File: config.mk
export PLATFORM = sky130hd
export DESIGN_NAME = adler32_mod_add
export DESIGN_NICKNAME = d
export VERILOG_FILES = /design/src/rtl/adler32_pkg.sv /design/src/rtl/adler32_mod_add.sv
export SDC_FILE = /design/constraint.sdc
export NUM_CORES = 1
export LEC_CHECK = 0
export ABC_AREA = 1
export CAP_MARGIN = 20
export CORE_MARGIN = 2
export CORE_UTILIZATION = 40
export DETAILED_ROUTE_END_ITERATION = 16
export PLACE_DENSITY_LB_ADDON = 0.05
export SYNTH_ARGS = -nofsm -noshare
export SYNTH_HDL_FRONTEND = slang
export SYNTH_SLANG_ARGS = --single-unit
File: constraint.sdc
create_clock -name vclk -period 3.25
set_clock_uncertainty 0.15 [all_clocks]
set_input_delay 0.4875 -clock vclk [all_inputs]
set_output_delay 0.4875 -clock vclk [all_outputs]
set_load 0.05 [all_outputs]
File: src/rtl/adler32_pkg.sv
// Shared constants and FSM state type for the Adler-32 frame checker.
// Everything here is consumed by adler32_checker and adler32_mod_add.
package adler32_pkg;

  localparam logic [16:0] MOD_ADLER     = 17'd65521;
  localparam logic [15:0] ADLER_A_INIT  = 16'd1;
  localparam logic [15:0] ADLER_B_INIT  = 16'd0;
  localparam int unsigned TRAILER_BYTES = 4;

  typedef enum logic {
    ST_PAYLOAD = 1'b0,
    ST_TRAILER = 1'b1
  } state_t;

endpackage

File: src/rtl/adler32_mod_add.sv
// Combinational (x + y) mod 65521 for operands already reduced below 65521.
// Latency 0; no flow control.
module adler32_mod_add
  import adler32_pkg::*;
(
  input  logic [15:0] x,
  input  logic [15:0] y,
  output logic [15:0] sum
);

  logic [16:0] raw;
  logic [16:0] reduced;

  // Both operands are < 65521, so one conditional subtract fully reduces.
  assign raw     = {1'b0, x} + {1'b0, y};
  assign reduced = raw - MOD_ADLER;
  assign sum     = (raw >= MOD_ADLER) ? reduced[15:0] : raw[15:0];

endmodule

* After elaboration in Yosys (flattened, before gate mapping)
Index checks and enable logic that the tools add are counted.
** Cells by class
- Order comparisons :: 1
- Add/subtract/negate cells :: 2
- Mux-type cells :: 1
** Operators by type and width (number)
- adder 16 x 16 -> 17 bit :: 1
- greater-or-equal comparator 17 x 16 -> 1 bit, second input constant :: 1
- two-way mux 16 bit :: 1
- subtractor 16 bit, second input constant :: 1
** Storage, ports and cells
- Logic and storage cells :: 4
- Flip-flop bits (word level) :: 0
- Output and inout port bits :: 16
- Input port bits :: 32

* Logic depth before layout (Yosys ltp)
- Word-level depth :: 3
- Depth in mapped cells :: 17
- Depth with buffers taken out :: 17

* Least setup slack after synthesis
OpenSTA, ideal clock, no wires.
- Kind :: input port to output port
- Start :: in y[0]
- End :: out sum[9]
- Required time :: 2612 ps
- Cell stages on the path :: 16
- Arrival time :: 2723 ps
- Path slack :: -110 ps
- Buffers on the path :: 1
- Path through :: ha_1 fa_1 nand2_2 nand2_1 nand3_2 nand2_1 nand2_1 nand2_4 nor2_4 nand3_4 nor2_2 nand3_4 nand3_4 buf_12 nand2_2 nand2_1
** Between the ends
- Cells in the longest elaborated chain, start to end :: 3
- Elaborated cells between the ends (all ways) :: 4
- Classes of those cells :: add/sub: 2; order compare: 1; mux: 1
** Ends and longest elaborated chain
- start: declaration :: RTL line adler32_mod_add.sv:7 : input logic [15:0] y,
- adder 16 x 16 -> 17 bit (*) :: RTL line adler32_mod_add.sv:15 : assign raw = {1'b0, x} + {1'b0, y};
- subtractor 16 bit / greater-or-equal comparator 17 x 16 -> 1 bit (equally long branches) :: RTL line adler32_mod_add.sv:16, adler32_mod_add.sv:17
- two-way mux 16 bit (*) :: RTL line adler32_mod_add.sv:17 : assign sum = (raw >= MOD_ADLER) ? reduced[15:0] : raw[15:0];
- end: declaration :: RTL line adler32_mod_add.sv:8 : output logic [15:0] sum
Mark *: on every way between the ends. The rest lies on a longest branch, timed or not.

* Worst setup path in the final report
- Start :: in x[6]
- End :: out sum[15]
** Between the ends
- Cells in the longest elaborated chain, start to end :: 3
- Elaborated cells between the ends (all ways) :: 4
- Classes of those cells :: add/sub: 2; order compare: 1; mux: 1
** Ends and longest elaborated chain
- start: declaration :: RTL line adler32_mod_add.sv:6 : input logic [15:0] x,
- adder 16 x 16 -> 17 bit (*) :: RTL line adler32_mod_add.sv:15
- subtractor 16 bit / greater-or-equal comparator 17 x 16 -> 1 bit (equally long branches) :: RTL line adler32_mod_add.sv:16, adler32_mod_add.sv:17
- two-way mux 16 bit (*) :: RTL line adler32_mod_add.sv:17
Marked as above.

==> flow_summary.rst <==
.. list-table::
   :header-rows: 1

   * - Metric
     - Value
   * - Internal power
     - 533 uW
   * - Chip height
     - 74.0 um
   * - # port buffers
     - 48
   * - Simple logic cell fraction of the synthesized area
     - 65.3%
   * - Core outline area
     - 4720 um2
   * - Placed cell area
     - 3100 um2
   * - Largest delay share family, worst path
     - simple AND/OR/NAND/NOR gates
   * - Share of the synthesized netlist area taken by xor and xnor gates
     - 4.02%
   * - Crit-path max FO
     - 4
   * - Overall die width
     - 74.0 um
   * - Hold Vio Cnt, Final
     - 0
   * - Max-slew violations
     - 0
   * - Proportion of layout cells with a drive suffix above 1
     - 53.4%
   * - Net Switching
     - 631 uW
   * - Global routing usage summed across all routing layers
     - 22.5%
   * - Arrival time at the worst endpoint
     - 2660 ps
   * - Number of warnings issued by yosys
     - 0
   * - Effective utilization at floorplan
     - 41.5%
   * - Slew headroom
     - 80.4%
   * - Worst Setup Path Type
     - in -> out
   * - Most frequent CP cell
     - sky130_fd_sc_hd__nand2_2
   * - Post-synth net total
     - 402
   * - Final antenna diode count
     - 0
   * - Multiplexer fraction of the synthesized cell area
     - 0%
   * - Site row count
     - 25
   * - Vias per inst
     - 4.83
   * - Compound-gate portion of the synthesized area
     - 4.98%
   * - Estimated wirelength of the detail-placed design
     - 4660 um
   * - Number of standard cells after synthesis
     - 351
   * - Clock buffer count in the final layout
     - 0
   * - Number of buffers and inverters on the critical path
     - 5
   * - Post-route non-filler standard cell count
     - 528
   * - Kind of start point of the critical path
     - input port
   * - Worst min-delay path class
     - in -> out
   * - Number of distinct library cells after synthesis
     - 29
   * - Number of DRC violations after detailed-routing iteration 0
     - 70
   * - Overall overflow remaining after global route
     - 0
   * - Footprint of the flip-flops and latches
     - 0 um2
   * - Final setup violation count
     - 16
   * - Netlist Area Pre-Place
     - 1960 um2
   * - Measured slew at the worst slew-check pin
     - 294 ps
   * - Total leakage power
     - 0.00187 uW
   * - Average routed wire per standard cell
     - 12.0 um
   * - Power Density
     - 314 nW/um2
   * - Nature of the critical path endpoint
     - output port
   * - Max stage delay on crit path
     - 270 ps
   * - CP Cell Sequence
     - dlygate4sd2_1, ha_4, nand2_4, inv_2, a21oi_4, nand2_2, nand2_2, nand2_2, nor2_4, buf_6, nand3_4, nor2_1, buf_4, nand3_1, nand2_1, nand2_1, nand2_2, nand2_2, buf_12
   * - Number of iterations in the first detailed-routing pass
     - 4
   * - Number of remaining DRC errors
     - 0
   * - RSZ-0062 raised after global routing
     - yes
   * - Clock network fraction of design power
     - 0%
   * - # nets final
     - 514
   * - Area Growth Syn to Fin
     - 89.1%
   * - Wire length of the first global-routing pass
     - 10200 um
   * - Sequential power share
     - 0%
   * - Crit share post-route
     - 101%
   * - Die area
     - 5480 um2
   * - RD Place Congestion
     - 0.872
   * - Via Count
     - 2550
   * - Sw frac
     - 54.2%
   * - Maximum number of pins on one net before global-route repair
     - 17
   * - Failing checks
     - setup timing
   * - Post-synthesis share of cell area spent on full adders, half adders and majority gates
     - 12.5%
   * - Fraction of the yosys area taken by sequential cells
     - 0%
   * - Status
     - finished, violations left
   * - Post-route antenna net violation count
     - 0
   * - Largest family of logic cells by synthesized area
     - simple AND/OR/NAND/NOR gates
   * - Worst Setup SP
     - x[6]
   * - Minimum period implied by the final worst setup slack
     - 3290 ps
   * - Synthesized area divided by synthesized cell count
     - 5.59 um2
   * - Smallest setup slack after layout
     - -44.5 ps
   * - Number of violations of the max-capacitance limit
     - 0
   * - Total non-filler cell area in the finished layout
     - 3710 um2
   * - Initial antenna violation count
     - 0
   * - Cells after DPL
     - 518
   * - Maximum vdd ir drop
     - 0.197 mV
   * - Max stage delay cell, worst path
     - sky130_fd_sc_hd__ha_4
   * - I/O pin total
     - 48
   * - Final core occ
     - 78.5%
   * - Data required time at the worst endpoint
     - 2610 ps
   * - Worst setup timing slack at the placement stage
     - -485 ps
   * - Hold Crit Start
     - y[0]
   * - Vias in the first global route
     - 2424
   * - Routed wire length
     - 6320 um
   * - Number of flip-flops and latches
     - 0
   * - Part of the power in combinational logic
     - 100.0%
   * - Peak clock frequency supported by timing
     - 304 MHz
## metrics by stage
stage          power (uW)  hold WS [ps]  setup TNS, ps
2_1_floorplan         584          1350              0
3_3_place_gp         1010          1770          -6210
3_5_place_dp         1020          1790          -7410
4_1_cts              1100          1370          -20.9
5_1_grt              1250          1400          -2710
6_report             1160          1370           -382
## cells by family (layout without fill, tap and decap cells)
family / count (synthesis) / in the layout
compound gates: 15 / 15
xor+xnor: 9 / 9
fa+ha+maj: 19 / 19
buf+inv: 64 / 173
simple gates: 244 / 245
## path summary, 6_finish.rpt
| kind | end | cells past startpoint | slack [ps] |
|---|---|---|---|
| min | sum[0] | 6 | 1370 |
| max | sum[15] | 19 | -40 |
## final cells by class
type | count | area (um2)
inverters | 60 | 225
fillers | 338 | 1020
repair buffers | 113 | 1140
multi-input cells | 288 | 2250
well taps | 67 | 83.8
## layer usage
layer / vias up / global-route usage [%] / routed length, um
li1: 1336 / - / -
met1: 1163 / 27.2 / 2690
met2: 45 / 44.5 / 3440
met3: 6 / 1.36 / 147
met4: 0 / 2.63 / 44
met5: - / 0 / 0
## cells in the mapped netlist (all sizes together)
cell,instances,area (um2)
and2,3,21.3
buf,3,30.0
nand2,154,701
o21ai,3,15.0
fa,1,20.0
clkbuf,1,3.75
nand3,33,245
nand3b,2,18.8
nor2,28,145
a31oi,1,21.3
nand4,23,144
ha,18,225
xor2,6,52.6
a21oi,10,53.8
inv,60,225
xnor2,3,26.3
nor3,1,5.00
a21o,1,7.51
## power by group through the flow
| stage | registers, uW | logic (uW) | clock network [uW] |
|---|---|---|---|
| after floorplan | 0 | 584 | 0 |
| after global placement | 0 | 1010 | 0 |
| after detailed placement | 0 | 1020 | 0 |
| after CTS | 0 | 1100 | 0 |
| after global routing | 0 | 1250 | 0 |
| final | 0 | 1160 | 0 |
## worst min-delay path, cell delays in order
cell	delay, ps
sky130_fd_sc_hd__buf_6	70
sky130_fd_sc_hd__ha_4	110
sky130_fd_sc_hd__inv_1	70
sky130_fd_sc_hd__nand2_2	80
sky130_fd_sc_hd__nand2_2	60
sky130_fd_sc_hd__buf_12	140
## repair_timing
action | in CTS | in global routing
hold buffers | 0 | 0
setup endpoints to repair | 16 | 16
cloned | 3 | 0
pin swaps | 71 | 40
gates resized for setup | 112 | 42
buffers inserted | 6 | 1
## layout by cell type (no fill, tap or decap), types with 2 or more instances in the layout
cell	count
sky130_fd_sc_hd__clkdlybuf4s50_1	4
sky130_fd_sc_hd__and2_1	2
sky130_fd_sc_hd__dlygate4sd2_1	24
sky130_fd_sc_hd__nor2_4	11
sky130_fd_sc_hd__xnor2_1	2
sky130_fd_sc_hd__nand2_1	70
sky130_fd_sc_hd__inv_2	13
sky130_fd_sc_hd__inv_1	47
sky130_fd_sc_hd__a21oi_4	3
sky130_fd_sc_hd__nand2_4	18
sky130_fd_sc_hd__nand3_1	14
sky130_fd_sc_hd__a21oi_2	4
sky130_fd_sc_hd__buf_4	59
sky130_fd_sc_hd__nand3_4	6
sky130_fd_sc_hd__nor2_2	6
sky130_fd_sc_hd__a21oi_1	3
sky130_fd_sc_hd__nor2_1	11
sky130_fd_sc_hd__xor2_1	6
sky130_fd_sc_hd__buf_12	16
sky130_fd_sc_hd__nand2_2	66
sky130_fd_sc_hd__ha_4	15
sky130_fd_sc_hd__ha_1	3
sky130_fd_sc_hd__nand4_1	23
sky130_fd_sc_hd__buf_6	6
sky130_fd_sc_hd__nand3_2	14
Note: power is estimated with default switching activity, not from simulation.
